--- config.mk ---
export PLATFORM = sky130hd
export DESIGN_NAME = udp_multiport_parser
export DESIGN_NICKNAME = d
export VERILOG_FILES = /design/src/rtl/udp_multiport_parser.sv
export SDC_FILE = /design/constraint.sdc
export NUM_CORES = 1
export LEC_CHECK = 0
export CAP_MARGIN = 25
export CORE_MARGIN = 2
export CORE_UTILIZATION = 45
export CTS_CLUSTER_DIAMETER = 100
export CTS_CLUSTER_SIZE = 20
export DETAILED_ROUTE_END_ITERATION = 8
export MAX_ROUTING_LAYER = met4
export PLACE_DENSITY = 0.71
export SYNTH_ARGS = -nofsm -noshare
export SYNTH_HDL_FRONTEND = slang
export SYNTH_SLANG_ARGS = --single-unit
--- constraint.sdc ---
create_clock -name clk -period 2.7 [get_ports clk]
set_clock_uncertainty 0.15 [all_clocks]
set_input_delay 0.675 -clock clk [delete_from_list [all_inputs] [get_ports clk]]
set_output_delay 0.675 -clock clk [all_outputs]
set_load 0.02 [all_outputs]
--- src/rtl/udp_multiport_parser.sv ---
// UDP header parser: matches dst port against NUM_PORTS programmable targets, forwards matching payload tagged with channel.
// Latency: payload byte registered 1 cycle after acceptance; header pulses 1 cycle after header byte 7. Backpressure: ready_out drops in PAYLOAD while output byte held and ready_in low.
// Optional: define UDP_LEN_CHECK_EN to enable len_error reporting (short length, truncated datagram).
module udp_multiport_parser #(
    parameter int NUM_PORTS = 4,
    parameter int CHAN_W    = (NUM_PORTS > 1) ? $clog2(NUM_PORTS) : 1
) (
    input  logic                      clk,
    input  logic                      rst_n,
    input  logic [7:0]                data_in,
    input  logic                      data_valid_in,
    input  logic                      packet_start,
    input  logic                      ready_in,
    input  logic [16*NUM_PORTS-1:0]   target_ports,
    input  logic [NUM_PORTS-1:0]      port_enable,
    output logic                      ready_out,
    output logic [7:0]                payload_data_out,
    output logic                      payload_valid_out,
    output logic                      payload_last,
    output logic [CHAN_W-1:0]         payload_chan,
    output logic [15:0]               src_port,
    output logic [15:0]               dst_port,
    output logic [15:0]               length,
    output logic                      header_done,
    output logic                      match_hit,
    output logic                      drop_pulse,
    output logic                      len_error
);

    typedef enum logic [1:0] {ST_IDLE, ST_HEADER, ST_PAYLOAD, ST_DROP} state_t;

    state_t              r_state;
    state_t              w_next;
    logic [2:0]          r_cnt;
    logic [7:0]          r_hdr [6];
    logic [15:0]         r_rem;
    logic [CHAN_W-1:0]   r_chan;
    logic                r_pvld;
    logic [7:0]          r_pdat;
    logic                r_plast;
    logic [CHAN_W-1:0]   r_pchan;
    logic [15:0]         r_src;
    logic [15:0]         r_dst;
    logic [15:0]         r_len;
    logic                r_hdr_done;
    logic                r_match;
    logic                r_drop;

    logic                w_acc;
    logic                w_start;
    logic                w_body;
    logic                w_hdr_last;
    logic [15:0]         w_dst;
    logic [15:0]         w_len;
    logic                w_no_pl;
    logic                w_hit;
    logic [CHAN_W-1:0]   w_idx;

    assign ready_out  = (r_state == ST_PAYLOAD) ? (!r_pvld || ready_in) : 1'b1;
    assign w_acc      = data_valid_in && ready_out;
    assign w_start    = w_acc && packet_start;
    assign w_body     = w_acc && !packet_start;
    assign w_hdr_last = w_body && (r_state == ST_HEADER) && (r_cnt == 3'd7);
    assign w_dst      = {r_hdr[2], r_hdr[3]};
    assign w_len      = {r_hdr[4], r_hdr[5]};
    assign w_no_pl    = (w_len <= 16'd8);

    // Descending scan so the lowest matching index wins.
    always_comb begin
        w_hit = 1'b0;
        w_idx = '0;
        for (int i = NUM_PORTS - 1; i >= 0; i--) begin
            if (port_enable[i] && (target_ports[16*i +: 16] == w_dst)) begin
                w_hit = 1'b1;
                w_idx = CHAN_W'(i);
            end
        end
    end

    always_ff @(posedge clk or negedge rst_n) begin
        if (!rst_n) r_state <= ST_IDLE;
        else        r_state <= w_next;
    end

    always_comb begin
        w_next = r_state;
        if (w_start) begin
            w_next = ST_HEADER;
        end else if (w_body) begin
            case (r_state)
                ST_HEADER: begin
                    if (r_cnt == 3'd7)
                        w_next = w_no_pl ? ST_IDLE : (w_hit ? ST_PAYLOAD : ST_DROP);
                end
                ST_PAYLOAD, ST_DROP: begin
                    if (r_rem == 16'd1) w_next = ST_IDLE;
                end
                default: w_next = r_state;
            endcase
        end
    end

    always_ff @(posedge clk or negedge rst_n) begin
        if (!rst_n) begin
            r_cnt      <= '0;
            for (int i = 0; i < 6; i++) r_hdr[i] <= '0;
            r_rem      <= '0;
            r_chan     <= '0;
            r_src      <= '0;
            r_dst      <= '0;
            r_len      <= '0;
            r_hdr_done <= 1'b0;
            r_match    <= 1'b0;
            r_drop     <= 1'b0;
        end else begin
            r_hdr_done <= 1'b0;
            r_match    <= 1'b0;
            r_drop     <= 1'b0;
            if (w_start) begin
                r_hdr[0] <= data_in;
                r_cnt    <= 3'd1;
            end else if (w_body && (r_state == ST_HEADER)) begin
                if (r_cnt < 3'd6) r_hdr[r_cnt] <= data_in;
                r_cnt <= r_cnt + 3'd1;
            end
            if (w_hdr_last) begin
                r_src      <= {r_hdr[0], r_hdr[1]};
                r_dst      <= w_dst;
                r_len      <= w_len;
                r_hdr_done <= 1'b1;
                r_rem      <= w_len - 16'd8;
                r_chan     <= w_idx;
                if (!w_no_pl) begin
                    r_match <= w_hit;
                    r_drop  <= !w_hit;
                end
            end else if (w_body && ((r_state == ST_PAYLOAD) || (r_state == ST_DROP))) begin
                r_rem <= r_rem - 16'd1;
            end
        end
    end

    // Output register: loads on accepted payload byte, otherwise drains when taken.
    always_ff @(posedge clk or negedge rst_n) begin
        if (!rst_n) begin
            r_pvld  <= 1'b0;
            r_pdat  <= '0;
            r_plast <= 1'b0;
            r_pchan <= '0;
        end else if (w_body && (r_state == ST_PAYLOAD)) begin
            r_pvld  <= 1'b1;
            r_pdat  <= data_in;
            r_plast <= (r_rem == 16'd1);
            r_pchan <= r_chan;
        end else if (ready_in) begin
            r_pvld  <= 1'b0;
            r_plast <= 1'b0;
        end
    end

`ifdef UDP_LEN_CHECK_EN
    logic r_lerr;
    always_ff @(posedge clk or negedge rst_n) begin
        if (!rst_n) r_lerr <= 1'b0;
        else        r_lerr <= (w_hdr_last && (w_len < 16'd8)) ||
                              (w_start && (r_state != ST_IDLE));
    end
    assign len_error = r_lerr;
`else
    assign len_error = 1'b0;
`endif

    assign payload_valid_out = r_pvld;
    assign payload_data_out  = r_pdat;
    assign payload_last      = r_plast;
    assign payload_chan      = r_pchan;
    assign src_port          = r_src;
    assign dst_port          = r_dst;
    assign length            = r_len;
    assign header_done       = r_hdr_done;
    assign match_hit         = r_match;
    assign drop_pulse        = r_drop;

endmodule

Word level (Yosys, flattened, before mapping)
Index checks and enable logic that the tools add are counted.
{ "op_classes": {"order_cmp": 4, "reduce_logical": 27, "bitwise": 2, "addsub": 3, "mux": 34, "eq_ne": 11} }
{ "op_table": {"columns": ["operator", "count"], "rows": [
  ["48-bit two-way mux", 2],
  ["16-bit == test", 4],
  ["48-bit bitwise mux", 1],
  ["16-bit two-way mux", 2],
  ["8-bit demux with 3-bit select", 1],
  ["2-bit two-way mux", 9],
  ["16-bit by 1-bit == test with 1-bit output, second input constant", 1],
  ["16-bit by 4-bit less-or-equal comparator with 1-bit output, second input constant", 1],
  ["8-bit two-way mux", 2],
  ["16-bit by 1-bit subtractor with 16-bit output, second input constant", 1],
  ["16-bit by 4-bit subtractor with 16-bit output, second input constant", 1],
  ["1-bit two-way mux", 14],
  ["1-bit logical AND", 12],
  ["2-bit nonzero test", 5],
  ["3-bit two-way mux", 2],
  ["3-bit inequality test, second input constant", 2],
  ["2-bit == test, second input constant", 2],
  ["4-bit greater-or-equal comparator, second input constant", 1],
  ["4-bit by 1-bit less-than comparator with 1-bit output, second input constant", 1],
  ["3-bit NOT with 4-bit output", 1],
  ["2-bit one-hot mux with 2 select lines", 1],
  ["4-bit AND reduction", 1],
  ["3-bit by 1-bit adder with 3-bit output, second input constant", 1],
  ["3-bit == test, second input constant", 1],
  ["other kinds (9)", 12]
]} }
{ "totals": {"input_bits": 81, "register_bits": 134} }

Longest topological paths before layout
Gate-level depths: netlist of run 1.
{ "logic_depth": {"ltp_word": 12, "mapped_depth": 9} }

Least setup slack after synthesis of run 1
OpenSTA, ideal clock, no wires.
{ "synth_path": {"path_type": "input -> register", "startpoint": "input port ready_in", "endpoint": "register r_hdr[40] in the netlist's numbering", "arrival_ns": 2.320, "setup_time_ns": 0.125, "stages": 6, "slack_ns": 0.105, "t_required_ns": 2.425, "cell_sequence": "nand2b_4 > or3b_2 > and3_1 > clkbuf_1 > nor2_2 > mux2_2"} }
{ "synth_between": {"elab_chain_len": 7, "elab_cells_between_ends": 10, "cone_classes": "mux: 2; reduce/logical: 8"} }
{ "synth_rtl": {"columns": ["element", "line_no", "source"], "rows": [
  ["from (decl)", "13", "input logic ready_in,"],
  ["1-bit logical OR *", "59", "assign ready_out = (r_state == ST_PAYLOAD) ? (!r_pvld || ready_in) : 1'b1;"],
  ["1-bit two-way mux *", "59", null],
  ["named net ready_out", "16", "output logic ready_out,"],
  ["1-bit logical AND *", "60", "assign w_acc = data_valid_in && ready_out;"],
  ["1-bit logical AND", "62", "assign w_body = w_acc && !packet_start;"],
  ["1-bit logical AND", "122", "end else if (w_body && (r_state == ST_HEADER)) begin"],
  ["2-bit nonzero test (no source line)", null, null],
  ["2-bit AND reduction (no source line)", null, null],
  ["to (signal, indexed assignment)", "123", "if (r_cnt < 3'd6) r_hdr[r_cnt] <= data_in;"],
  ["to (decl)", "35", "logic [7:0] r_hdr [6];"]
]} }
Mark *: on every way through the listed nets, which the timed path passes. The rest lies on a longest branch.
A chain may end at the register's enable or synchronous reset.

Worst setup path in the final report of run 1
{ "layout_path": {"startpoint": "input port ready_in", "endpoint": "output port ready_out"} }
{ "layout_between": {"elab_chain_len": 2} }
{ "layout_rtl": {"columns": ["element", "line_no"], "rows": [
  ["1-bit logical OR", "59"],
  ["1-bit two-way mux", "59"],
  ["to (decl)", "16"]
]} }
Every way passes these cells.

==> results.yml, run 1 <==
routing:
  drcViolationCount: 0
  ant_nets: 0
  drt-total-wl_um: 17700
  dr.pass1.iters: 5
  drtIter0Drc: 414
  viasPerCell: 5.23
  wl_per_cell_um: 17.6
  vias: 5250
sta:
  setup_viol: 0
  worstMarginPinSlew_ns: 0.526
  slew_viol_final: 0
  relSlewSlack_pct: 64.9
  fin_crit_sh_pct: 95.5
  finalHoldViolations: 0
  fin_crit_ns: 2.58
  rsz0062_at_grt: "no"
  fmax_mhz: 388
floorplan:
  die-area_um2: 15500
  start_util_pct: 45.5
  dieHeight_um: 124
  rows: 44
  coreArea_um2: 14400
  io_pins: 146
  die_w_um: 124
logic_synthesis:
  ys_seq_area_share_pct: 51.3
  synthCells: 642
  syn_avg_cell_area_um2: 10.2
  synthArstFlopShare_pct: 100
  ys_ff_latch: 134
  syn-num-nets: 728
  synth_flop_cell: "dfrtp_1"
  synth_cell_types: 57
  yosys_warnings: 0
  synth_edf_count: 0
  synthTopCellsByArea: "dfrtp_1 51%, mux2_2 10%, nand2_1 9.5%, xor2_1 6.8%, xnor2_1 3.5%"
  yosysTopAreaCellShare_pct: 51.3
  synth_largest_area_cell: "dfrtp_1"
  syn_area_um2: 6530
run_status:
  status: "finished, final reports clean"
finish:
  drive_above_1_share_pct: 17.7
  syn_to_final_growth_pct: 37.3
  final_cells: 1004
  n_fill_cell: 1187
  final_core_util_pct: 62.4
  diodes: 0
  multi_input_area_um2: 2990
  ff_latch_area_um2: 3350
  final_nets: 894
global_routing:
  grt_pass1_wl_um: 29000
  antenna_found_initial: 0
  grt_max_degree: 54
  grt_pass1_vias: 5528
  grt.total_usage_pct: 24.5
  grt-ovfl-total: 0
placed_design:
  gp_congestion: 0.893
  dp_cells: 973
  numPortBuffers: 144
  place_hpwl_um: 12800
clock_tree:
  clk_latency_ns: 0.42
  htreeDepth: 4
  clk_pin_slew_ns: 0.05
  postCtsSetupBuffers: 0
  cts_buffers: 17
  cts_sinks: 134
  cts-root-buf: "clkbuf_16"
  cts_tree: "yes"
  cts_hold_buf: 0
  clockBufferDepth: 2
worst_setup_path:
  critPathLaunchType: "input pin"
  cp_max_fo: 2
  cp_data_required_time_ns: 1.88
  cp.arrival_ns: 1.75
  endpoint_kind: "output pin"
  worstSetupPathType: "in -> out"
run:
  max-cap-violations: 0
power_and_ir_drop:
  pwr-share-clk_pct: 27.3
  p_sw_mw: 2.90
  fin_total_pwr_mw: 8.39
  seq_power_share_pct: 39.6
  power_density_nw_per_um2: 935
  p_leak_nw: 4.14
  p_int_mw: 5.48
  swShare_pct: 34.6
  comb_power_share_pct: 33.1
  ir_drop_mv: 0.488
min_path:
  hp-class: "in -> async"
metrics by stage:
| stage | setup slack (ns) | TNS, ns | hold slack, ns | instance area (um^2) |
|---|---|---|---|---|
| 2_1_floorplan | 0.105 | 0 | 0.229 | 6530 |
| 3_5_place_dp | -0.373 | -4.97 | 0.303 | 8380 |
| 6_report | 0.122 | 0 | 0.0429 | 8970 |
| 3_3_place_gp | -0.357 | -3.83 | 0.300 | 8380 |
| 4_1_cts | 0.0101 | 0 | 0.0626 | 8960 |
| 5_1_grt | 0.0856 | 0 | 0.0813 | 8970 |
flip-flops by register name, indices dropped and copies added (netlist names):
| signal | flops |
|---|---|
| dst_port | 16 |
| match_hit | 1 |
| r_chan | 2 |
| r_cnt | 3 |
| r_rem | 16 |
| r_hdr | 48 |
| payload_chan | 2 |
| src_port | 16 |
| payload_data_out | 8 |
| drop_pulse | 1 |
| payload_last | 1 |
| header_done | 1 |
| payload_valid_out | 1 |
| r_state | 2 |
| length | 16 |
cell families after synthesis:
| kind of cell | Yosys count | share of synthesized area [%] |
|---|---|---|
| AOI/OAI and AO/OA | 56 | 5.19 |
| muxes | 61 | 10.5 |
| and+or+nand+nor | 262 | 18.4 |
| DFF | 134 | 51.3 |
| adders and majority gates | 5 | 0.958 |
| other | 1 | 0.0574 |
| buffers and inverters | 45 | 2.99 |
| xor gates and xnor gates | 78 | 10.6 |
synth_stat cells, types with 2 or more instances:
cell type and n:
and3_1 2, and2_1 2, nor2_2 3, or3b_2 2, mux2i_1 2, or4_4 2
nand3b_1 2, a21oi_1 12, nand4_1 7, nor4_1 14, nand3_1 6, xor2_1 51
nor3_1 13, inv_1 8, o21a_1 2, clkbuf_1 30, nand2b_1 2, o211ai_1 3
ha_1 5, or3_1 2, buf_2 4, nand4b_1 2, a221oi_1 2, xnor2_1 26
o31ai_1 2, nor2_1 24, dfrtp_1 134, mux2_2 59, nor2b_1 2, o21ai_0 23
o221ai_1 2, o41ai_1 2, nand2_1 166
power by group through the flow:
stage,combinational [mW],sequential [mW],clock [mW]
2_1_floorplan,1.88,3.11,0
3_3_place_gp,2.70,3.32,0
6_report,2.78,3.32,2.29
4_1_cts,2.80,3.32,2.32
3_5_place_dp,2.78,3.34,0
5_1_grt,3.06,3.41,2.44
layout make-up:
| class | count | share of cell area [%] |
|---|---|---|
| clock buffer | 24 | 5.48 |
| clock inverter | 7 | 1.05 |
| inverter | 8 | 0.335 |
| multi-input combinational | 463 | 33.3 |
| sequential | 134 | 37.4 |
| tap | 184 | 2.57 |
| timing repair buffer | 184 | 19.9 |
what timing repair did:
action                                  4_1_cts  5_1_grt
endpoints found under the setup margin        1        1
endpoints found under the hold margin         0        0
resized for setup                             4        3
critical path, stage by stage:
cell	delay, ns
clkdlybuf4s50_1	0.41
nand2b_4	0.15
or3b_4	0.38
buf_6	0.14
layout by cell type (no fill, tap or decap), drive strengths merged, types with 3 or more instances in the layout:
cell | synthesis | final
nand2 | 167 | 167
clkdlybuf4s50 | 0 | 142
dfrtp | 134 | 134
mux2 | 59 | 59
xor2 | 51 | 51
buf | 6 | 42
xnor2 | 27 | 27
nor2 | 27 | 27
o21ai | 24 | 24
clkbuf | 31 | 24
nor4 | 14 | 14
nor3 | 13 | 13
a21oi | 12 | 12
inv | 8 | 9
nand4 | 7 | 7
nand3 | 6 | 6
ha | 5 | 5
o211ai | 3 | 3
nand2b | 3 | 3
or4 | 3 | 3
nor2b | 3 | 3
routing by layer:
layer | vias to the layer above | part of all wire [%] | GRT usage, %
met4 | 0 | 2.4 | 9.78
met5 | - | 0 | -
met2 | 156 | 50 | 39.2
li1 | 2473 | - | -
met1 | 2585 | 43 | 30.9
met3 | 36 | 4.4 | 4.77
path summary, 6_finish.rpt:
| check | slack, ns | endpoint | cells after the start | start |
|---|---|---|---|---|
| hold reg to reg | 0.32 | src_port[9]$_DFFE_PN0P_ | 2 | r_hdr[41]$_DFFE_PN0P_ |
| min in group clk | 0.32 | src_port[9]$_DFFE_PN0P_ | 2 | r_hdr[41]$_DFFE_PN0P_ |
| setup reg to reg | 0.24 | r_rem[13]$_DFFE_PN0P_ | 8 | r_hdr[4]$_DFFE_PN0P_ |
| max in group asynchronous | 1.67 | r_rem[8]$_DFFE_PN0P_ | 2 | rst_n |
| setup / recovery | 0.12 | ready_out | 4 | ready_in |
| hold / removal | 0.04 | length[3]$_DFFE_PN0P_ | 1 | rst_n |
Note: power is estimated with default switching activity, not from simulation.
==> run 2, diff against run 1 <==
--- a/config.mk
+++ b/config.mk
@@ -15,2 +15,3 @@
 export PLACE_DENSITY = 0.71
+export SLEW_MARGIN = 10
 export SYNTH_ARGS = -nofsm -noshare
==> constraint.sdc (replaced) <==
create_clock -name clk -period 2.7 [get_ports clk]
set_clock_uncertainty 0.15 [all_clocks]
set_input_delay 0.27 -clock clk [delete_from_list [all_inputs] [get_ports clk]]
set_output_delay 0.27 -clock clk [all_outputs]
set_load 0.02 [all_outputs]
==> results.yml, run 2 (synthesized netlist as in run 1, its figures left out) <==
clock_tree:
  clk_pin_slew_ns: 0.06
  postCtsSetupBuffers: 0
  cts_sinks: 134
  ctsResizeCount: 0
  cts_tree: "yes"
  htreeDepth: 4
  cts_buffers: 17
  clockBufferDepth: 2
  cts-root-buf: "clkbuf_16"
  clk_latency_ns: 0.41
worst_setup_path:
  reg2reg_slack_ns: 0.24
  endpoint_kind: "flop"
  worstSetupPathType: "reg -> reg"
  worst_r2r_endpoint: "r_rem[14]$_DFFE_PN0P_"
  slowest_delay_ns: 0.49
  slowest_stage: "or3b_2"
  cp_data_required_time_ns: 2.83
  cp.arrival_ns: 2.59
  path_cells: "inv_1, ha_1, or3b_2, or3_1, nor2_1, a21oi_1, o21ai_0, o211ai_1"
  cp_max_fo: 4
  worstReg2RegStart: "r_rem[1]$_DFFE_PN0P_"
  critPathLaunchType: "flop"
  reg2regPathDepth: 8
floorplan:
  start_util_pct: 45.5
  io_pins: 146
  die-area_um2: 15500
  die_w_um: 124
  coreArea_um2: 14400
  dieHeight_um: 124
  rows: 44
finish:
  top_register: "r_hdr"
  syn_to_final_growth_pct: 35.3
  final_common_cell: "nand2_1"
  final_cell_mix: "165 x nand2_1, 143 x clkdlybuf4s50_1, 134 x dfrtp_1, 59 x mux2_2, 51 x xor2_1"
  diodes: 0
  n_fill_cell: 1153
  drive_above_1_share_pct: 15.3
  final_nets: 871
  largest_reg_flops: 48
placed_design:
  place_hpwl_um: 12600
  gp_congestion: 0.910
  numPortBuffers: 144
  dp_slack_ns: 0.101
routing:
  drtIter0Drc: 334
  drcViolationCount: 0
  ant_nets: 0
  wl_per_cell_um: 17.8
  dr.pass1.iters: 5
  viasPerCell: 5.28
  vias: 5177
  drt-total-wl_um: 17400
global_routing:
  grt_pass1_wl_um: 29000
  grt.total_usage_pct: 24.3
  grt_max_degree: 65
  grt_pass1_vias: 5462
  antenna_found_initial: 0
  grt-ovfl-total: 0
sta:
  slew_viol_final: 0
  worstMarginPinSlew_ns: 0.601
  tns_ns: 0
  fin_crit_sh_pct: 91.1
  setup_viol: 0
  setup_ws_ns: 0.239
  fmax_mhz: 406
  rsz0062_at_grt: "no"
  relSlewSlack_pct: 60.0
  fin_crit_ns: 2.46
  finalHoldViolations: 0
min_path:
  hp-class: "in -> async"
power_and_ir_drop:
  power_density_nw_per_um2: 966
  ir_drop_mv: 0.636
  p_leak_nw: 4.06
run:
  max-cap-violations: 0
run_status:
  status: "finished, final reports clean"
-- run 2: cell types whose count changed in the layout (fill, tap and decap cells not counted), moves of 2 or more --
cell        before  now
buf_4           37   14
clkinvlp_4       2    0
clkbuf_1         3    1
bufinv_16        2    4
-- run 2: layer usage --
layer / vias up / track usage [%] / share of wire (%)
li1: 2445 / - / -
met1: 2548 / 31.3 / 43
met2: 156 / 39.0 / 51
met3: 28 / 4.51 / 4.1
met4: 0 / 8.06 / 2.0
met5: - / - / 0
-- run 2: stage by stage --
stage	area [um^2]	hold slack [ns]	utilization, %	total power [mW]	std cells
final	8840	0.264	61.5	8.54	981
after global routing	8840	0.315	61.5	9.05	981
after CTS	8840	0.282	61.5	8.58	981
after detailed placement	8190	0.147	57.0	6.07	949
after global placement	8190	0.138	57.0	5.98	949
after floorplan	6530	-0.176	-	4.99	642
-- run 2: timing repair --
action / 4_1_cts / 5_1_grt
hold buffers: 1 / 0
setup endpoints to repair: 0 / 0
hold endpoints to repair: 61 / 0
-- run 2: layout make-up --
cell class | count | area, um^2 | share of cell area (%)
Multi-Input combinational cell | 463 | 2990 | 33.8
Timing Repair Buffer | 161 | 1600 | 18.1
Inverter | 8 | 30.0 | 0.340
Tap cell | 184 | 230 | 2.60
Clock inverter | 8 | 144 | 1.63
Sequential cell | 134 | 3350 | 37.9
Clock buffer | 23 | 498 | 5.63
-- run 2: worst max-delay path by stage --
| stage | startpoint | endpoint | slack (ns) |
|---|---|---|---|
| floorplan | payload_valid_out$_DFFE_PN0P_ | r_hdr[40]$_DFFE_PN0P_ | 0.36 |
| global placement | ready_in | r_hdr[42]$_DFFE_PN0P_ | 0.16 |
| detailed placement | ready_in | r_hdr[43]$_DFFE_PN0P_ | 0.10 |
| CTS | r_rem[1]$_DFFE_PN0P_ | r_rem[14]$_DFFE_PN0P_ | 0.24 |
| global route | r_rem[1]$_DFFE_PN0P_ | r_rem[14]$_DFFE_PN0P_ | 0.05 |
| finish | r_rem[1]$_DFFE_PN0P_ | r_rem[14]$_DFFE_PN0P_ | 0.24 |
-- run 2: worst max-delay path: cells and delay by family (launching register included) --
family                   cells  cell delay [ns]
adder cells (fa/ha/maj)      1             0.15
AO/OA/AOI/OAI                3             0.40
buffers and inverters        1             0.09
flip-flops                   1             0.41
AND/OR/NAND/NOR              3             1.12
-- run 2: where the power goes --
part	total, mW	internal (mW)	switching (mW)	leakage (nW)
Clock	2.47	1.66	0.811	0.319
Sequential	3.32	2.58	0.740	1.77
Combinational	2.74	1.42	1.32	1.97
==> run 3, diff against run 2 <==
- REMOVE_ABC_BUFFERS: unset -> 1
==> results.yml, run 3 (synthesized netlist as in run 1, its figures left out) <==
placed_design:
  dp_cells: 950
  numPortBuffers: 144
  dp_slack_ns: 0.0965
  placed_cell_area_um2: 8190
  gp_congestion: 0.859
  place_hpwl_um: 12500
power_and_ir_drop:
  ir_drop_mv: 0.630
  p_leak_nw: 4.04
  power_density_nw_per_um2: 961
run_status:
  status: "finished, final reports clean"
sta:
  fin_crit_ns: 2.45
  finalHoldViolations: 0
  relSlewSlack_pct: 58.4
  rsz0062_at_grt: "no"
  worstMarginPinSlew_ns: 0.619
  setup_ws_ns: 0.249
  fin_crit_sh_pct: 90.8
  fmax_mhz: 408
  setup_viol: 0
  slew_viol_final: 0
  tns_ns: 0
clock_tree:
  clk_pin_slew_ns: 0.06
  htreeDepth: 4
  cts_buffers: 17
  clk_latency_ns: 0.42
  ctsResizeCount: 0
  cts_sinks: 134
  cts-root-buf: "clkbuf_16"
  clockBufferDepth: 2
  cts_tree: "yes"
finish:
  drive_above_1_share_pct: 15.4
  diodes: 0
  largest_reg_flops: 48
  final_cell_mix: "165 x nand2_1, 143 x clkdlybuf4s50_1, 134 x dfrtp_1, 59 x mux2_2, 51 x xor2_1"
  final_common_cell: "nand2_1"
  postLayoutCellArea_um2: 8820
  final_core_util_pct: 61.4
  n_fill_cell: 1171
  final_nets: 872
  syn_to_final_growth_pct: 35.0
  final_cells: 982
  top_register: "r_hdr"
global_routing:
  grt_pass1_vias: 5347
  antenna_found_initial: 0
  grt-ovfl-total: 0
  grt.total_usage_pct: 23.5
  grt_pass1_wl_um: 28200
  grt_max_degree: 55
routing:
  vias: 5163
  drcViolationCount: 0
  viasPerCell: 5.26
  wl_per_cell_um: 17.5
  dr.pass1.iters: 5
  drt-total-wl_um: 17100
  ant_nets: 0
  drtIter0Drc: 316
worst_setup_path:
  worstSetupPathType: "reg -> reg"
  path_cells: "inv_1, ha_1, or2b_2, or2_4, or4_4, xnor2_2, a22oi_1, o41ai_1"
  critPathLaunchType: "flop"
  cp_max_fo: 5
  slowest_delay_ns: 0.43
  cp.arrival_ns: 2.59
  endpoint_kind: "flop"
  reg2reg_slack_ns: 0.25
  cp_data_required_time_ns: 2.84
  slowest_stage: "dfrtp_1"
floorplan:
  coreArea_um2: 14400
  rows: 44
  die-area_um2: 15500
  die_w_um: 124
  io_pins: 146
  start_util_pct: 45.5
  dieHeight_um: 124
run:
  max-cap-violations: 0
min_path:
  hp-class: "in -> async"
[run 3: layout make-up]
cell class / instances / area [um^2] / share of cell area (%)
inverters: 8 / 30.0 / 0.340
clock inverters: 12 / 176 / 2.00
multi-input cells: 463 / 2990 / 33.8
well taps: 184 / 230 / 2.61
clock buffers: 19 / 443 / 5.02
repair buffers: 162 / 1600 / 18.2
flip-flops and latches: 134 / 3350 / 38.0
[run 3: layer usage]
metal  up-vias  wire, um  track usage [%]
met2       132      8220             35.9
met1      2569      7970             31.8
li1       2440         -                -
met4         0       306             7.53
met5         -         0                -
met3        22       647             4.55
[run 3: worst max-delay path, delay by kind of cell (launching register included)]
| family | cells | cell delay, ns |
|---|---|---|
| simple gates | 3 | 1.02 |
| buf+inv | 1 | 0.09 |
| xor+xnor | 1 | 0.14 |
| flops | 1 | 0.43 |
| fa+ha+maj | 1 | 0.20 |
| compound gates | 2 | 0.29 |
[run 3: metrics by stage]
step,power [mW],hold WS [ns]
after CTS,8.51,0.238
final,8.47,0.231
after global placement,5.95,0.129
after floorplan,4.91,-0.176
after detailed placement,6.05,0.140
after global routing,8.96,0.283
[run 3: repair_timing]
action,4_1_cts,5_1_grt
endpoints found under the hold margin,37,0
hold buffers,1,0
buffers inserted,0,0
[run 3: report_power, final]
| group | total [mW] | switching, mW | leakage (nW) | internal (mW) |
|---|---|---|---|---|
| Sequential | 3.35 | 0.765 | 1.77 | 2.58 |
| Clock | 2.43 | 0.865 | 0.300 | 1.57 |
| Combinational | 2.69 | 1.29 | 1.97 | 1.41 |
| Total | 8.47 | 2.92 | 4.04 | 5.56 |
[run 3: worst paths after layout]
check	from	end	cells past startpoint
min reg2reg	dst_port[12]$_DFFE_PN0P_	dst_port[12]$_DFFE_PN0P_	2
max reg2reg	r_hdr[3]$_DFFE_PN0P_	r_rem[13]$_DFFE_PN0P_	8
max	r_hdr[3]$_DFFE_PN0P_	r_rem[13]$_DFFE_PN0P_	8
max in group asynchronous	rst_n	r_hdr[34]$_DFFE_PN0P_	3
min in group clk	dst_port[12]$_DFFE_PN0P_	dst_port[12]$_DFFE_PN0P_	2
min	rst_n	src_port[8]$_DFFE_PN0P_	2
